==> src/rtl/even_parity_serial_rx.sv <==
// even_parity_serial_rx
//   Receives a 6-bit serial frame on rxd: start(0), A, B, C, p, stop(1). Each bit
//   lasts CLKS_PER_BIT clk cycles and A is sent first. The start bit is confirmed
//   at its middle. Every later bit is sampled one full bit time after the previous
//   sample, so each sample lands near the middle of its bit.
//
// Parameters
//   CLKS_PER_BIT : clk cycles per serial bit (even, >= 4)
// Ports
//   clk       : clock, rising-edge active
//   rst       : asynchronous active-high reset
//   rxd       : asynchronous serial input, idle high
//   data      : last received data {A, B, C}
//   valid     : one-cycle pulse when a frame completes
//   par_err   : even-parity failure (A^B^C^p) of the last frame
//   frame_err : stop bit of the last frame sampled low
//   err_cnt   : saturating count of frames with par_err or frame_err
module even_parity_serial_rx #(
  parameter int unsigned CLKS_PER_BIT = 16
) (
  input  logic       clk,
  input  logic       rst,
  input  logic       rxd,
  output logic [2:0] data,
  output logic       valid,
  output logic       par_err,
  output logic       frame_err,
  output logic [3:0] err_cnt
);

  localparam int unsigned TW = $clog2(CLKS_PER_BIT);
  localparam logic [TW-1:0] TMid = TW'(CLKS_PER_BIT / 2 - 1);
  localparam logic [TW-1:0] TEnd = TW'(CLKS_PER_BIT - 1);

  typedef enum logic [2:0] {st_idle, st_start, st_data, st_parity, st_stop} state_t;

  logic          rx_meta, rxs;
  state_t        state_q, state_d;
  logic [TW-1:0] timer_q, timer_d;
  logic [2:0]    shift_q, shift_d;
  logic [1:0]    bit_cnt_q, bit_cnt_d;
  logic          par_q, par_d;
  logic [2:0]    data_d;
  logic          valid_d, par_err_d, frame_err_d;
  logic [3:0]    err_cnt_d;
  logic          par_bad, stop_bad;

  // Two-flop synchronizer. It resets to the idle-high level, so a line held low
  // through reset only starts a frame once the low level reaches rxs.
  always_ff @(posedge clk or posedge rst) begin
    if (rst) begin
      rx_meta <= 1'b1;
      rxs     <= 1'b1;
    end else begin
      rx_meta <= rxd;
      rxs     <= rx_meta;
    end
  end

  assign par_bad  = ^{shift_q, par_q};
  assign stop_bad = ~rxs;

  always_comb begin
    state_d     = state_q;
    timer_d     = timer_q + 1'b1;
    shift_d     = shift_q;
    bit_cnt_d   = bit_cnt_q;
    par_d       = par_q;
    data_d      = data;
    valid_d     = 1'b0;
    par_err_d   = par_err;
    frame_err_d = frame_err;
    err_cnt_d   = err_cnt;
    unique case (state_q)
      st_idle: begin
        timer_d = '0;
        if (!rxs) state_d = st_start;
      end
      st_start: begin
        if (timer_q == TMid) begin
          timer_d   = '0;
          bit_cnt_d = '0;
          // A start bit that is no longer low at mid-bit is treated as a glitch.
          state_d   = rxs ? st_idle : st_data;
        end
      end
      st_data: begin
        if (timer_q == TEnd) begin
          timer_d   = '0;
          shift_d   = {shift_q[1:0], rxs};
          bit_cnt_d = bit_cnt_q + 1'b1;
          if (bit_cnt_q == 2'd2) state_d = st_parity;
        end
      end
      st_parity: begin
        if (timer_q == TEnd) begin
          timer_d = '0;
          par_d   = rxs;
          state_d = st_stop;
        end
      end
      st_stop: begin
        if (timer_q == TEnd) begin
          timer_d     = '0;
          state_d     = st_idle;
          data_d      = shift_q;
          par_err_d   = par_bad;
          frame_err_d = stop_bad;
          valid_d     = 1'b1;
          if ((par_bad || stop_bad) && (err_cnt != 4'd15)) err_cnt_d = err_cnt + 4'd1;
        end
      end
      default: state_d = st_idle;
    endcase
  end

  always_ff @(posedge clk or posedge rst) begin
    if (rst) begin
      state_q   <= st_idle;
      timer_q   <= '0;
      shift_q   <= '0;
      bit_cnt_q <= '0;
      par_q     <= 1'b0;
      data      <= '0;
      valid     <= 1'b0;
      par_err   <= 1'b0;
      frame_err <= 1'b0;
      err_cnt   <= '0;
    end else begin
      state_q   <= state_d;
      timer_q   <= timer_d;
      shift_q   <= shift_d;
      bit_cnt_q <= bit_cnt_d;
      par_q     <= par_d;
      data      <= data_d;
      valid     <= valid_d;
      par_err   <= par_err_d;
      frame_err <= frame_err_d;
      err_cnt   <= err_cnt_d;
    end
  end

endmodule

==> config.mk <==
export PLATFORM = sky130hd
export DESIGN_NAME = even_parity_serial_rx
export DESIGN_NICKNAME = d
export VERILOG_FILES = /design/src/rtl/even_parity_serial_rx.sv
export SDC_FILE = /design/constraint.sdc
export NUM_CORES = 1
export LEC_CHECK = 0
export BUFFER_PORTS_ARGS = -buffer_cell sky130_fd_sc_hd__buf_2
export CAP_MARGIN = 20
export CORE_AREA = 2 2 49 51
export DETAILED_ROUTE_END_ITERATION = 6
export DIE_AREA = 0 0 51 53
export GPL_ROUTABILITY_DRIVEN = 0
export PLACE_DENSITY_LB_ADDON = 0.12
export SYNTH_ARGS = -nofsm -noshare
export SYNTH_HDL_FRONTEND = slang
export SYNTH_SLANG_ARGS = --single-unit
==> constraint.sdc <==
create_clock -name clk -period 2.54 [get_ports clk]
set_input_delay 0.381 -clock clk [delete_from_list [all_inputs] [get_ports clk]]
set_output_delay 0.381 -clock clk [all_outputs]
set_load 0.02 [all_outputs]
# ---- Word level (Yosys, flattened, before mapping)
# Index checks and enable logic that the tools add are counted.
dict set report word_totals {
  wordCells 58
  out_inout_bits 10
  rom_bits 0
  ramBits 0
  n_memories 0
  latchBits 0
  register_bits 25
  input_bits 3
}
dict set report classes {
  eq_ne 14
  n_lt_le_gt_ge 0
  reduce_logical 12
  n_addsub 3
  mul 0
  n_div 0
  shifts 0
  n_bitwise 1
  mux 16
}
# operator count
set ops {}
lappend ops {{$mux 3} 6}
lappend ops {{$pmux 3 s5} 1}
lappend ops {{$ne 2x2->1 const B} 6}
lappend ops {{$pmux 4 s3} 1}
lappend ops {{$add 4x1->4 const B} 2}
lappend ops {{$mux 4} 2}
lappend ops {{$eq 3x2->1 const B} 2}
lappend ops {{$mux 2} 3}
lappend ops {{$reduce_and 2->1} 3}
lappend ops {{$reduce_and 3->1} 2}
lappend ops {{$reduce_and 6->1} 1}
lappend ops {{$eq 4x3->1 const B} 1}
lappend ops {{$eq 4x4->1 const B} 1}
lappend ops {{$ne 4x4->1 const B} 1}
lappend ops {{$pmux 2 s2} 1}
lappend ops {{$reduce_xor 4->1} 1}
lappend ops {{$eq 3x1->1 const B} 1}
lappend ops {{$eq 3x3->1 const B} 1}
lappend ops {{$logic_not 3->1} 1}
lappend ops {{$reduce_or 3->1} 1}
lappend ops {{$add 2x1->2 const B} 1}
lappend ops {{$eq 2x2->1 const B} 1}
lappend ops {{$mux 1} 2}
lappend ops {{$reduce_bool 2->1} 1}
lappend ops {{other kinds (3)} 3}

# ---- Depth between registers and ports, before layout
dict set report depth {
  ltp_word 4
  mapped_depth 7
  mapped_depth_nobuf 6
}

# ---- Worst setup path before layout
# Ideal clock, no wire load.
dict set report synth_path {
  kind {reg-to-reg}
  start {reg timer_q[0]}
  end {reg err_cnt[2]}
  path_slack_ns 0.573
  synth_period_minus_slack_ns 1.967
  n_path_buf 1
  setup_time_ns 0.128
  required_time_ns 2.412
  stages_incl_launch_ff 7
  t_arrival_ns 1.839
  cell_sequence {dfrtp_1 ha_1 nand3_2 or4b_4 buf_6 a211oi_1 mux2_1}
}
dict set report synth_between {
  elab_chain_len 2
}
# element line
set synth_lines {}
lappend synth_lines {{from (decl)} 39} ;# logic [TW-1:0] timer_q, timer_d;
lappend synth_lines {{from (signal assigned)} 131} ;# timer_q <= timer_d;
lappend synth_lines {{$eq 4x4->1} 103} ;# if (timer_q == TEnd) begin
lappend synth_lines {{$reduce_and 3->1 (no source line)} -}
lappend synth_lines {{to (signal assigned)} 139} ;# err_cnt <= err_cnt_d;
lappend synth_lines {{to (decl)} 28} ;# output logic [3:0] err_cnt
# No other way between the ends.
# A chain may end at the register's enable or synchronous reset.

# ---- Worst setup path in the final report
dict set report layout_path {
  start {reg timer_q[0]}
  end {reg err_cnt[1]}
}
# Same word-level chain as after synthesis.

==> out/metrics.yaml <==
run_status:
  outcome: "finished, final reports clean"
floorplanning:
  die-area_um2: 2700
  coreArea_um2: 2150
  floorplan.die.width_um: 51
  die_h_um: 53
  ioPinCount: 13
  start_util: 0.534
  rows: 17
final_layout:
  fin_area_um2: 1240
  areaGrowthSynthToFinish_pct: 8.07
  multiInputGateArea_um2: 467
  ff_latch_area_um2: 628
  fin_cells: 144
  fillers: 181
  layout.nets: 123
  diodes: 0
  layout-drive-gt1-share: 0.241
logic_synthesis:
  syn-num-nets: 110
  synth_top_family_by_area: "simple AND/OR/NAND/NOR gates"
  synth_compound_area_frac: 0.0971
  synthAdderAreaFrac: 0.0327
  synth-async-reset-ratio: 1.00
  yosysSeqAreaShare: 0.547
  synth_edf_count: 0
  ys_warn_count: 0
  synth-xor-area-share: 0.0458
  synthMuxAreaShare: 0.0687
  synth_seq_cells: 25
  synth_top_flop_cell: "dfrtp_1"
  syn_inst: 104
  synth_area_um2: 1150
  avgSynthCellArea_um2: 11.0
  yosysUniqueCellTypes: 31
  yosys.area_share.simple: 0.162
drt:
  vias_per_cell: 5.35
  post_drt_wl_per_cell_um: 12.6
  drtIter0Drc: 11
  detail-route-antenna-nets: 0
  wirelength_mm: 1.81
  drc: 0
  drt-pass1-iter-count: 4
  vias: 770
clock_network:
  cts_resized: 0
  clock_latency_ps: 330
  cts_setup_buffers: 0
  cts_sinks: 25
  clk_path_buf_depth: 2
  clkTransAtPathRegs_ps: 140
  htreeDepth: 1
  numCtsBuffers: 3
  hold_buffers: 0
  clockRootBuffer: "clkbuf_4"
  cts_tree: "built"
worst_setup_path:
  cp.arrival_ps: 2330
  ff2ff_path_depth: 5
  cp_max_fo: 11
  rrSetupSlack_ps: 440
  critPathKind: "reg2reg"
  regToRegStartpoint: "timer_q[0]$_DFF_PP0_"
  cp-end-kind: "flop"
  r2r-end: "err_cnt[1]$_DFFE_PP0P_"
  cp-start-kind: "flop"
  crit_required_ps: 2770
power:
  ir_drop_v: 0.000443
  cellPowerDensity_nw_per_um2: 795
  leakage_nw: 0.623
  power.total_mw: 0.986
sta:
  slew_headroom: 0.387
  fin_tns_setup_ps: 0
  worst_clock_skew_ps: 7.92
  finalHoldViolCount: 0
  slew_violations: 0
  setup_ws_ps: 438
  setup_viol: 0
  max_freq_mhz: 476
  post-route-min-period_ps: 2100
  rsz0062_at_grt: "no"
  finalCritPeriodShare: 0.827
  worstMarginPinSlew_ps: 919
placement:
  place.detailed.hpwl_mm: 1.27
  post-place-ws_ps: 432
  dp.cells: 140
  io_buffers: 12
  postPlaceCellArea_um2: 1210
grt:
  use_met3: 0.0339
  grt_use_total: 0.156
  grt_use_met1: 0.201
  grt_pass1_wl_mm: 3.05
  use_met2: 0.245
  busiest_layer: "met2"
  first_global_vias: 704
  grt_max_degree: 26
  overflow: 0
  antenna_found_initial: 0
worst_hold_path:
  min-delay-start: "rxd"
  holdPathStages: 1
  hp-class: "in2reg"
  hold-path-endpoint: "rx_meta$_DFF_PP1_"
flow_run:
  drv_cap: 0
-- kinds of logic (layout without fill, tap and decap cells) --
kind of cell	count (synthesis)	in the layout
and+or+nand+nor	37	37
adders and majority gates	3	3
AOI/OAI and AO/OA	16	16
muxes	7	7
xor gates and xnor gates	6	6
buffers and inverters	10	22
DFF	25	25
-- synthesized netlist by cell type (2+ instances only) --
library cell / instances / area share
nor3_1: 2 / 0.0087
dfstp_2: 2 / 0.046
nand3_1: 2 / 0.0087
mux2_1: 2 / 0.020
clkbuf_1: 2 / 0.0065
dfrtp_1: 23 / 0.50
nand2_1: 16 / 0.052
a211oi_1: 4 / 0.026
xnor2_1: 4 / 0.031
a311oi_1: 2 / 0.015
o21ai_0: 5 / 0.022
nor2_1: 7 / 0.023
mux2_2: 5 / 0.049
inv_1: 6 / 0.020
and3_1: 2 / 0.011
buf_6: 2 / 0.020
ha_1: 3 / 0.033
xor2_1: 2 / 0.015
-- critical path, stage by stage (launching register included) --
cell and delay [ps]:
dfrtp_1 390, ha_1 250, nand3_2 110, or4b_4 570, a211oi_1 310, mux2_2 370
-- flip-flops by register name, indices dropped and copies added, names as in the netlist, 2 cells and up --
name / cells
err_cnt: 4
bit_cnt_q: 2
data: 3
shift_q: 3
timer_q: 4
state_q: 3
-- cells in the final DEF, fill, tap and decap left out, types with 2 or more instances in the layout --
| master | n |
|---|---|
| dfrtp_1 | 23 |
| nand2_1 | 16 |
| buf_2 | 12 |
| nor2_1 | 7 |
| inv_1 | 6 |
| mux2_2 | 5 |
| o21ai_0 | 5 |
| xnor2_1 | 4 |
| a211oi_1 | 4 |
| ha_1 | 3 |
| clkbuf_4 | 3 |
| and3_1 | 2 |
| nand3_1 | 2 |
| mux2_1 | 2 |
| xor2_1 | 2 |
| nor3_1 | 2 |
| a311oi_1 | 2 |
| dfstp_2 | 2 |
-- power breakdown --
group | leakage, nW | switching, mW | internal [mW]
combinational | 0.278 | 0.118 | 0.121
sequential | 0.327 | 0.0994 | 0.467
clock | 0.0177 | 0.121 | 0.0591
total | 0.623 | 0.339 | 0.646
-- metrics by stage --
step / hold slack [ps] / utilization
6_report: 141 / 0.577
5_1_grt: 117 / 0.577
4_1_cts: 136 / 0.577
3_5_place_dp: 348 / 0.564
3_3_place_gp: 347 / 0.564
2_1_floorplan: 345 / -
-- area by class of cell --
type,instances,area share
Clock inverter,1,0.00404
Timing Repair Buffer,12,0.0484
Clock buffer,3,0.0182
Multi-Input combinational cell,69,0.376
Sequential cell,25,0.507
Tap cell,28,0.0283
Inverter,6,0.0182
-- worst max-delay path by stage --
stage | from | to | slack (ps) | cells past startpoint
after floorplan | timer_q[0]$_DFF_PP0_ | err_cnt[2]$_DFFE_PP0P_ | 570 | 6
after global placement | timer_q[0]$_DFF_PP0_ | err_cnt[1]$_DFFE_PP0P_ | 490 | 5
after detailed placement | timer_q[0]$_DFF_PP0_ | err_cnt[1]$_DFFE_PP0P_ | 430 | 5
after CTS | timer_q[0]$_DFF_PP0_ | err_cnt[1]$_DFFE_PP0P_ | 420 | 5
after global routing | timer_q[0]$_DFF_PP0_ | err_cnt[1]$_DFFE_PP0P_ | 320 | 5
final | timer_q[0]$_DFF_PP0_ | err_cnt[1]$_DFFE_PP0P_ | 440 | 5
-- layer usage --
metal,share of wire,up-vias
met4,0.022,0
met2,0.45,17
met3,0.039,4
li1,-,375
met5,0,-
met1,0.49,374
(Power assumes the default switching activity.)
